**config.mk**
```make
export PLATFORM = sky130hd
export DESIGN_NAME = tia_player_object
export DESIGN_NICKNAME = d
export VERILOG_FILES = /design/src/rtl/tia_player_object.sv
export SDC_FILE = /design/constraint.sdc
export NUM_CORES = 1
export LEC_CHECK = 0
export CAP_MARGIN = 20
export CORE_AREA = 5 5 79 59
export CTS_BUF_LIST = sky130_fd_sc_hd__clkbuf_8
export DETAILED_ROUTE_END_ITERATION = 12
export DIE_AREA = 0 0 84 64
export PLACE_DENSITY = 0.57
export SETUP_SLACK_MARGIN = 0.4
export SLEW_MARGIN = 20
export SYNTH_ARGS = -nofsm -noshare
export SYNTH_HDL_FRONTEND = slang
export SYNTH_SLANG_ARGS = --single-unit
```
**constraint.sdc**
```tcl
create_clock -name clk -period 2.8 [get_ports clk]
set_input_delay 0.84 -clock clk [delete_from_list [all_inputs] [get_ports clk]]
set_output_delay 0.84 -clock clk [all_outputs]
set_load 0.1 [all_outputs]
```
**src/rtl/tia_player_object.sv**
```systemverilog
// Player-graphics object stage.
// Runs a LINE_PIXELS-position horizontal counter that advances on the motion clock or on
// HMOVE pulses. It decodes NUSIZ copy boundaries into registered start strobes and
// serialises the player graphic at 1x/2x/4x width into a one-bit pixel.
//
// Ports:
//   clk        master colour clock
//   reset      synchronous active-high reset; overrides every other input
//   motck      count enable, one cycle per visible pixel
//   hmove_clk  extra count-enable pulse from the HMOVE logic
//   resp       reposition strobe; the counter goes to 0 and the serialiser goes idle
//   nusiz      number/size select
//   refp       reflect; 1 = serialise grp LSB first
//   grp        player graphic, sampled live
//   count      horizontal position 0..LINE_PIXELS-1
//   start      one-cycle pulse aligned with the count value where a copy begins
//   copy       copy index of the current/last start
//   pix        serialised player pixel
module tia_player_object #(
    parameter int unsigned LINE_PIXELS = 160,
    parameter int unsigned GFX_BITS    = 8
) (
    input  logic                clk,
    input  logic                reset,
    input  logic                motck,
    input  logic                hmove_clk,
    input  logic                resp,
    input  logic [2:0]          nusiz,
    input  logic                refp,
    input  logic [GFX_BITS-1:0] grp,
    output logic [7:0]          count,
    output logic                start,
    output logic [1:0]          copy,
    output logic                pix
);

    localparam int unsigned IdxW = $clog2(GFX_BITS);
    localparam logic [IdxW-1:0] MaxIdx = IdxW'(GFX_BITS - 1);
    localparam logic [7:0] LastPos = 8'(LINE_PIXELS - 1);

    logic [7:0]      count_q, count_d, count_inc;
    logic            start_q, start_d;
    logic [1:0]      copy_q, copy_d;
    logic            active_q, active_d;
    logic [IdxW-1:0] bit_q, bit_d;
    logic [1:0]      sub_q, sub_d;

    logic            tick;
    logic            hit;
    logic [1:0]      hit_copy;
    logic [1:0]      sub_max;

    // Both enables together still produce only one advance.
    assign tick      = motck | hmove_clk;
    assign count_inc = (count_q == LastPos) ? 8'd0 : count_q + 8'd1;

    // Boundary decode on the value the counter is about to take.
    always_comb begin
        hit      = 1'b0;
        hit_copy = 2'd0;
        if (count_inc == 8'd0) begin
            hit = 1'b1;
        end else begin
            case (nusiz)
                3'b001: if (count_inc == 8'd16) begin hit = 1'b1; hit_copy = 2'd1; end
                3'b010: if (count_inc == 8'd32) begin hit = 1'b1; hit_copy = 2'd1; end
                3'b011: begin
                    if (count_inc == 8'd16) begin hit = 1'b1; hit_copy = 2'd1; end
                    if (count_inc == 8'd32) begin hit = 1'b1; hit_copy = 2'd2; end
                end
                3'b100: if (count_inc == 8'd64) begin hit = 1'b1; hit_copy = 2'd1; end
                3'b110: begin
                    if (count_inc == 8'd32) begin hit = 1'b1; hit_copy = 2'd1; end
                    if (count_inc == 8'd64) begin hit = 1'b1; hit_copy = 2'd2; end
                end
                default: ;
            endcase
        end
    end

    // Pixel stretch factor minus one: 4x for 111, 2x for 101, 1x otherwise.
    always_comb begin
        case (nusiz)
            3'b111:  sub_max = 2'd3;
            3'b101:  sub_max = 2'd1;
            default: sub_max = 2'd0;
        endcase
    end

    // State register
    always_ff @(posedge clk) begin
        if (reset) begin
            count_q  <= 8'd0;
            start_q  <= 1'b0;
            copy_q   <= 2'd0;
            active_q <= 1'b0;
            bit_q    <= '0;
            sub_q    <= 2'd0;
        end else begin
            count_q  <= count_d;
            start_q  <= start_d;
            copy_q   <= copy_d;
            active_q <= active_d;
            bit_q    <= bit_d;
            sub_q    <= sub_d;
        end
    end

    // Next-state logic
    always_comb begin
        count_d  = count_q;
        start_d  = 1'b0;
        copy_d   = copy_q;
        active_d = active_q;
        bit_d    = bit_q;
        sub_d    = sub_q;
        if (resp) begin
            count_d  = 8'd0;
            active_d = 1'b0;
            bit_d    = '0;
            sub_d    = 2'd0;
        end else if (tick) begin
            count_d = count_inc;
            if (hit) begin
                // A new copy restarts the serialiser even mid-graphic.
                start_d  = 1'b1;
                copy_d   = hit_copy;
                active_d = 1'b1;
                bit_d    = '0;
                sub_d    = 2'd0;
            end else if (active_q) begin
                // >= so that shrinking the width mid-copy wraps on the next tick.
                if (sub_q >= sub_max) begin
                    sub_d = 2'd0;
                    if (bit_q == MaxIdx) begin
                        active_d = 1'b0;
                    end else begin
                        bit_d = bit_q + 1'b1;
                    end
                end else begin
                    sub_d = sub_q + 2'd1;
                end
            end
        end
    end

    // Outputs
    always_comb begin
        count = count_q;
        start = start_q;
        copy  = copy_q;
        pix   = active_q & (refp ? grp[bit_q] : grp[MaxIdx - bit_q]);
    end

endmodule

```
# [Word-level counts from Yosys, hierarchy flattened]
# Index checks and enable logic that the tools add are counted.
[op_classes] add_sub_neg=4 order_cmp=3 n_eq_ne=13 muxes=33 bitwise=4 n_reduce_logical=8
[ops] cell="1-bit two-way mux" count=17
[ops] cell="3-bit equality test, second input constant" count=5
[ops] cell="2-bit two-way mux" count=6
[ops] cell="3-bit two-way mux" count=4
[ops] cell="2-bit one-hot mux with 5 select lines" count=1
[ops] cell="8-bit by 1-bit adder with 8-bit output, second input constant" count=1
[ops] cell="8-bit by 5-bit equality test with 1-bit output, second input constant" count=1
[ops] cell="8-bit by 6-bit equality test with 1-bit output, second input constant" count=1
[ops] cell="8-bit by 7-bit equality test with 1-bit output, second input constant" count=1
[ops] cell="8-bit equality test, second input constant" count=1
[ops] cell="8-bit zero test" count=1
[ops] cell="3-bit by 4-bit < comparator with 1-bit output, second input constant" count=2
[ops] cell="8-bit two-way mux" count=1
[ops] cell="1-bit binary-select mux with 3-bit select" count=2
[ops] cell="3-bit by 2-bit equality test with 1-bit output, second input constant" count=2
[ops] cell="1-bit one-hot mux with 5 select lines" count=1
[ops] cell="2-bit one-hot mux with 2 select lines" count=1
[ops] cell="4-bit AND reduction" count=1
[ops] cell="2-bit nonzero test" count=2
[ops] cell="3-bit by 1-bit adder with 3-bit output, second input constant" count=1
[ops] cell="3-bit by 1-bit equality test with 1-bit output, second input constant" count=1
[ops] cell="3-bit AND reduction" count=1
[ops] cell="3-bit OR reduction" count=1
[ops] cell="3-bit subtractor, first input constant" count=1
[ops] cell="8 further kinds" count=9
[totals] reg_bits=17 input_bits=17 output_inout_bits=12

# [Logic depth before layout (Yosys ltp)]
[depth] depth_word=9 ltp_mapped=9 ltp_nobuf=9

# [Worst setup path before layout]
# No wires, ideal clock.
[synth_timing] path_type="input -> output" start="input grp[7]" end="output pix" arrival_ns=2.227 required_ns=1.960 setup_slack_ns=-0.267 path_stages=3 path_buffers=0 path_cell_list="mux4_2 > mux4_2 > and2_1"
[synth_via] elab_chain_cells=4 word_cells_on_any_way=6
[synth_rtl] item="start, declared" line_no="30" rtl="input logic [GFX_BITS-1:0] grp,"
[synth_rtl] item="1-bit binary-select mux with 3-bit select" line_no="152" rtl="pix = active_q & (refp ? grp[bit_q] : grp[MaxIdx - bit_q]);"
[synth_rtl] item="1-bit two-way mux (not written as such)" line_no="152"
[synth_rtl] item="1-bit two-way mux *" line_no="152"
[synth_rtl] item="1-bit bitwise AND *" line_no="152"
[synth_rtl] item="end, declared" line_no="34" rtl="output logic pix"
# Every way passes the cells marked *; elsewhere a longest branch is shown, timed or not. The select of a mux whose other input is x is not followed.

# [Worst setup path after layout]
[layout_timing] start="input grp[1]" end="output pix"
# Same word-level chain as after synthesis.

==> results.toml <==
[synthesis]
synth_cell_type_count = 51
synth_fp_nets = 175
synth_cells = 153
synth-seq-area-share = 0.263
synth-seq-cells = 17
syn-cell-area_um2 = 1300
synthArstFlopShare = 0
postSynthAreaPerCell_um2 = 8.47
yosys_warnings = 0
synth-edff-count = 0
synth_ff_type = "dfxtp_1"

[power_and_ir_drop]
leakage_nw = 0.646
ir_drop_mv = 0.183
p_per_area_nw_per_um2 = 273
finalPower_uw = 501

[run_status]
violations = "setup timing"
status = "finished with violations"

[sta]
slew_headroom = 0.753
worst_pin_slew_ps = 369
setup_violations = 1
maxSlewViolCount = 0
fin_hold_ws_ps = 484
hold_violations = 0
fmax_mhz = 330
fin_setup_tns_ps = -232
skew_ps = 1.20
fin_ws_ps = -232
fin_crit_sh = 1.08
grt_setup_unrepaired = "yes"
finalCriticalPeriod_ps = 3030

[detailed_routing]
drt_first_iter_violations = 72
first_pass_iters = 4
drc_errors = 0
num_vias = 1281
wire_per_inst_um = 14.1
vias_per_cell = 5.34
wl_um = 3370
antenna_left = 0

[global_route]
antenna_found_initial = 0
overflow = 0
grt_pass1_vias = 1229
grt_usage = 0.130
grt_max_degree = 16
grt_pass1_wl_um = 5780

[clock_network]
clock-root-buffer = "clkbuf_8"
clk_pin_slew_ps = 70
clockBufferDepth = 2
cts_hold_buffers = 0
htree_levels = 1
cts_sinks = 17
numCtsBuffers = 3
cts_tree = "done"
clk_latency_ps = 250

[finish]
drive_above_1_share = 0.420
fin_cells = 240
final_area_um2 = 1830
fin_util = 0.482
area_growth_pct = 41.4
nets = 211
diodes = 0

[job]
cap_viol_max_count = 0

[worst_setup_path]
r2r_cells = 10
crit_required_ps = 1960
arrival_ps = 2190
worstSetupStartpointType = "input port"
crit_path_end_kind = "output port"
critical_path_class = "input port to output port"
cp_max_fo = 2

[floorplan]
die_area_um2 = 5380
start_util = 0.341
ios = 29
chipWidth_um = 84
core_area_um2 = 3800
die_h_um = 64
core.rowCount = 19

[placement]
gp_congestion = 0.784
io_buffers = 28
placed_area_um2 = 1640
dp_hpwl_um = 2530
pre_cts_slack_ps = -597
dp_cells = 227

[hold_path]
hold_depth = 2
hold_path_class = "flip-flop to flip-flop"
## registers in the layout, summed over array words and instances (netlist names)
| register | count |
|---|---|
| count | 8 |
| bit_q | 3 |
| active_q | 1 |
| copy | 2 |
| start | 1 |
| sub_q | 2 |
## cells by family after synthesis
logic type / synth area share
fa+ha+maj: 0.0483
mux: 0.106
buf+inv: 0.0521
flops: 0.263
simple gates: 0.251
xor+xnor: 0.0203
compound gates: 0.260
## Yosys cell counts (3+ instances only)
| cell type | instances | area, um^2 |
|---|---|---|
| a21oi_1 | 14 | 70.1 |
| and3_1 | 3 | 18.8 |
| buf_2 | 3 | 15.0 |
| clkbuf_1 | 5 | 18.8 |
| dfxtp_1 | 17 | 340 |
| ha_1 | 5 | 62.6 |
| inv_1 | 4 | 15.0 |
| mux4_2 | 5 | 113 |
| nand2_1 | 15 | 56.3 |
| nand2b_1 | 3 | 18.8 |
| nand3_1 | 3 | 15.0 |
| nand4_1 | 3 | 18.8 |
| nor2_1 | 12 | 45.0 |
| nor3_1 | 6 | 30.0 |
| nor4_1 | 3 | 18.8 |
| o21ai_0 | 7 | 35.0 |
## cell usage in the layout, fill, tap and decap left out, drive strengths merged, types with 3 or more instances in the layout
cell type / count
a21oi: 14
inv: 4
nand2b: 3
clkbuf: 4
o21ai: 7
dfxtp: 17
or2: 3
mux4: 5
nor2: 12
nand4: 3
nor3: 6
and3: 3
ha: 5
clkdlybuf4s50: 5
nor4: 3
buf: 33
o211ai: 3
nand2: 15
nand3: 3
## routing by layer
metal / global-route usage / share of wire
met2: 0.211 / 0.46
met1: 0.171 / 0.48
met5: 0 / 0
met4: 0.0341 / 0.0053
met3: 0.0359 / 0.059
## final cells by class
class                   count  area [um^2]
flip-flops and latches     17          372
inverters                   4         15.0
clock buffers               3         41.3
clock inverters             1         5.00
fillers                   372         1970
well taps                  52         65.1
repair buffers             41          365
multi-input cells         122          970
## timing repair
item | CTS | global route
endpoints found under the setup margin | 8 | 10
pin swaps | 6 | 7
gates resized for setup | 43 | 21
endpoints found under the hold margin | 0 | 0
setup buffers | 5 | 4
## where the power goes
group / total (mW) / switching, mW / internal (mW)
clock: 0.189 / 0.0899 / 0.0988
sequential: 0.238 / 0.00195 / 0.236
combinational: 0.0744 / 0.0367 / 0.0376
## worst max-delay path, cell delays in order
cell and delay [ps]:
buf_2 110, mux4_2 450, mux4_2 460, and2_4 180, buf_12 160
## path summary, 6_finish.rpt
kind | slack (ps) | start | to
max | -230 | grp[1] | pix
min | 480 | sub_q[0] | sub_q[0]
max reg2reg | 500 | count[0] | bit_q[0]
min reg2reg | 480 | sub_q[0] | sub_q[0]
Note: power is estimated with default switching activity, not from simulation.
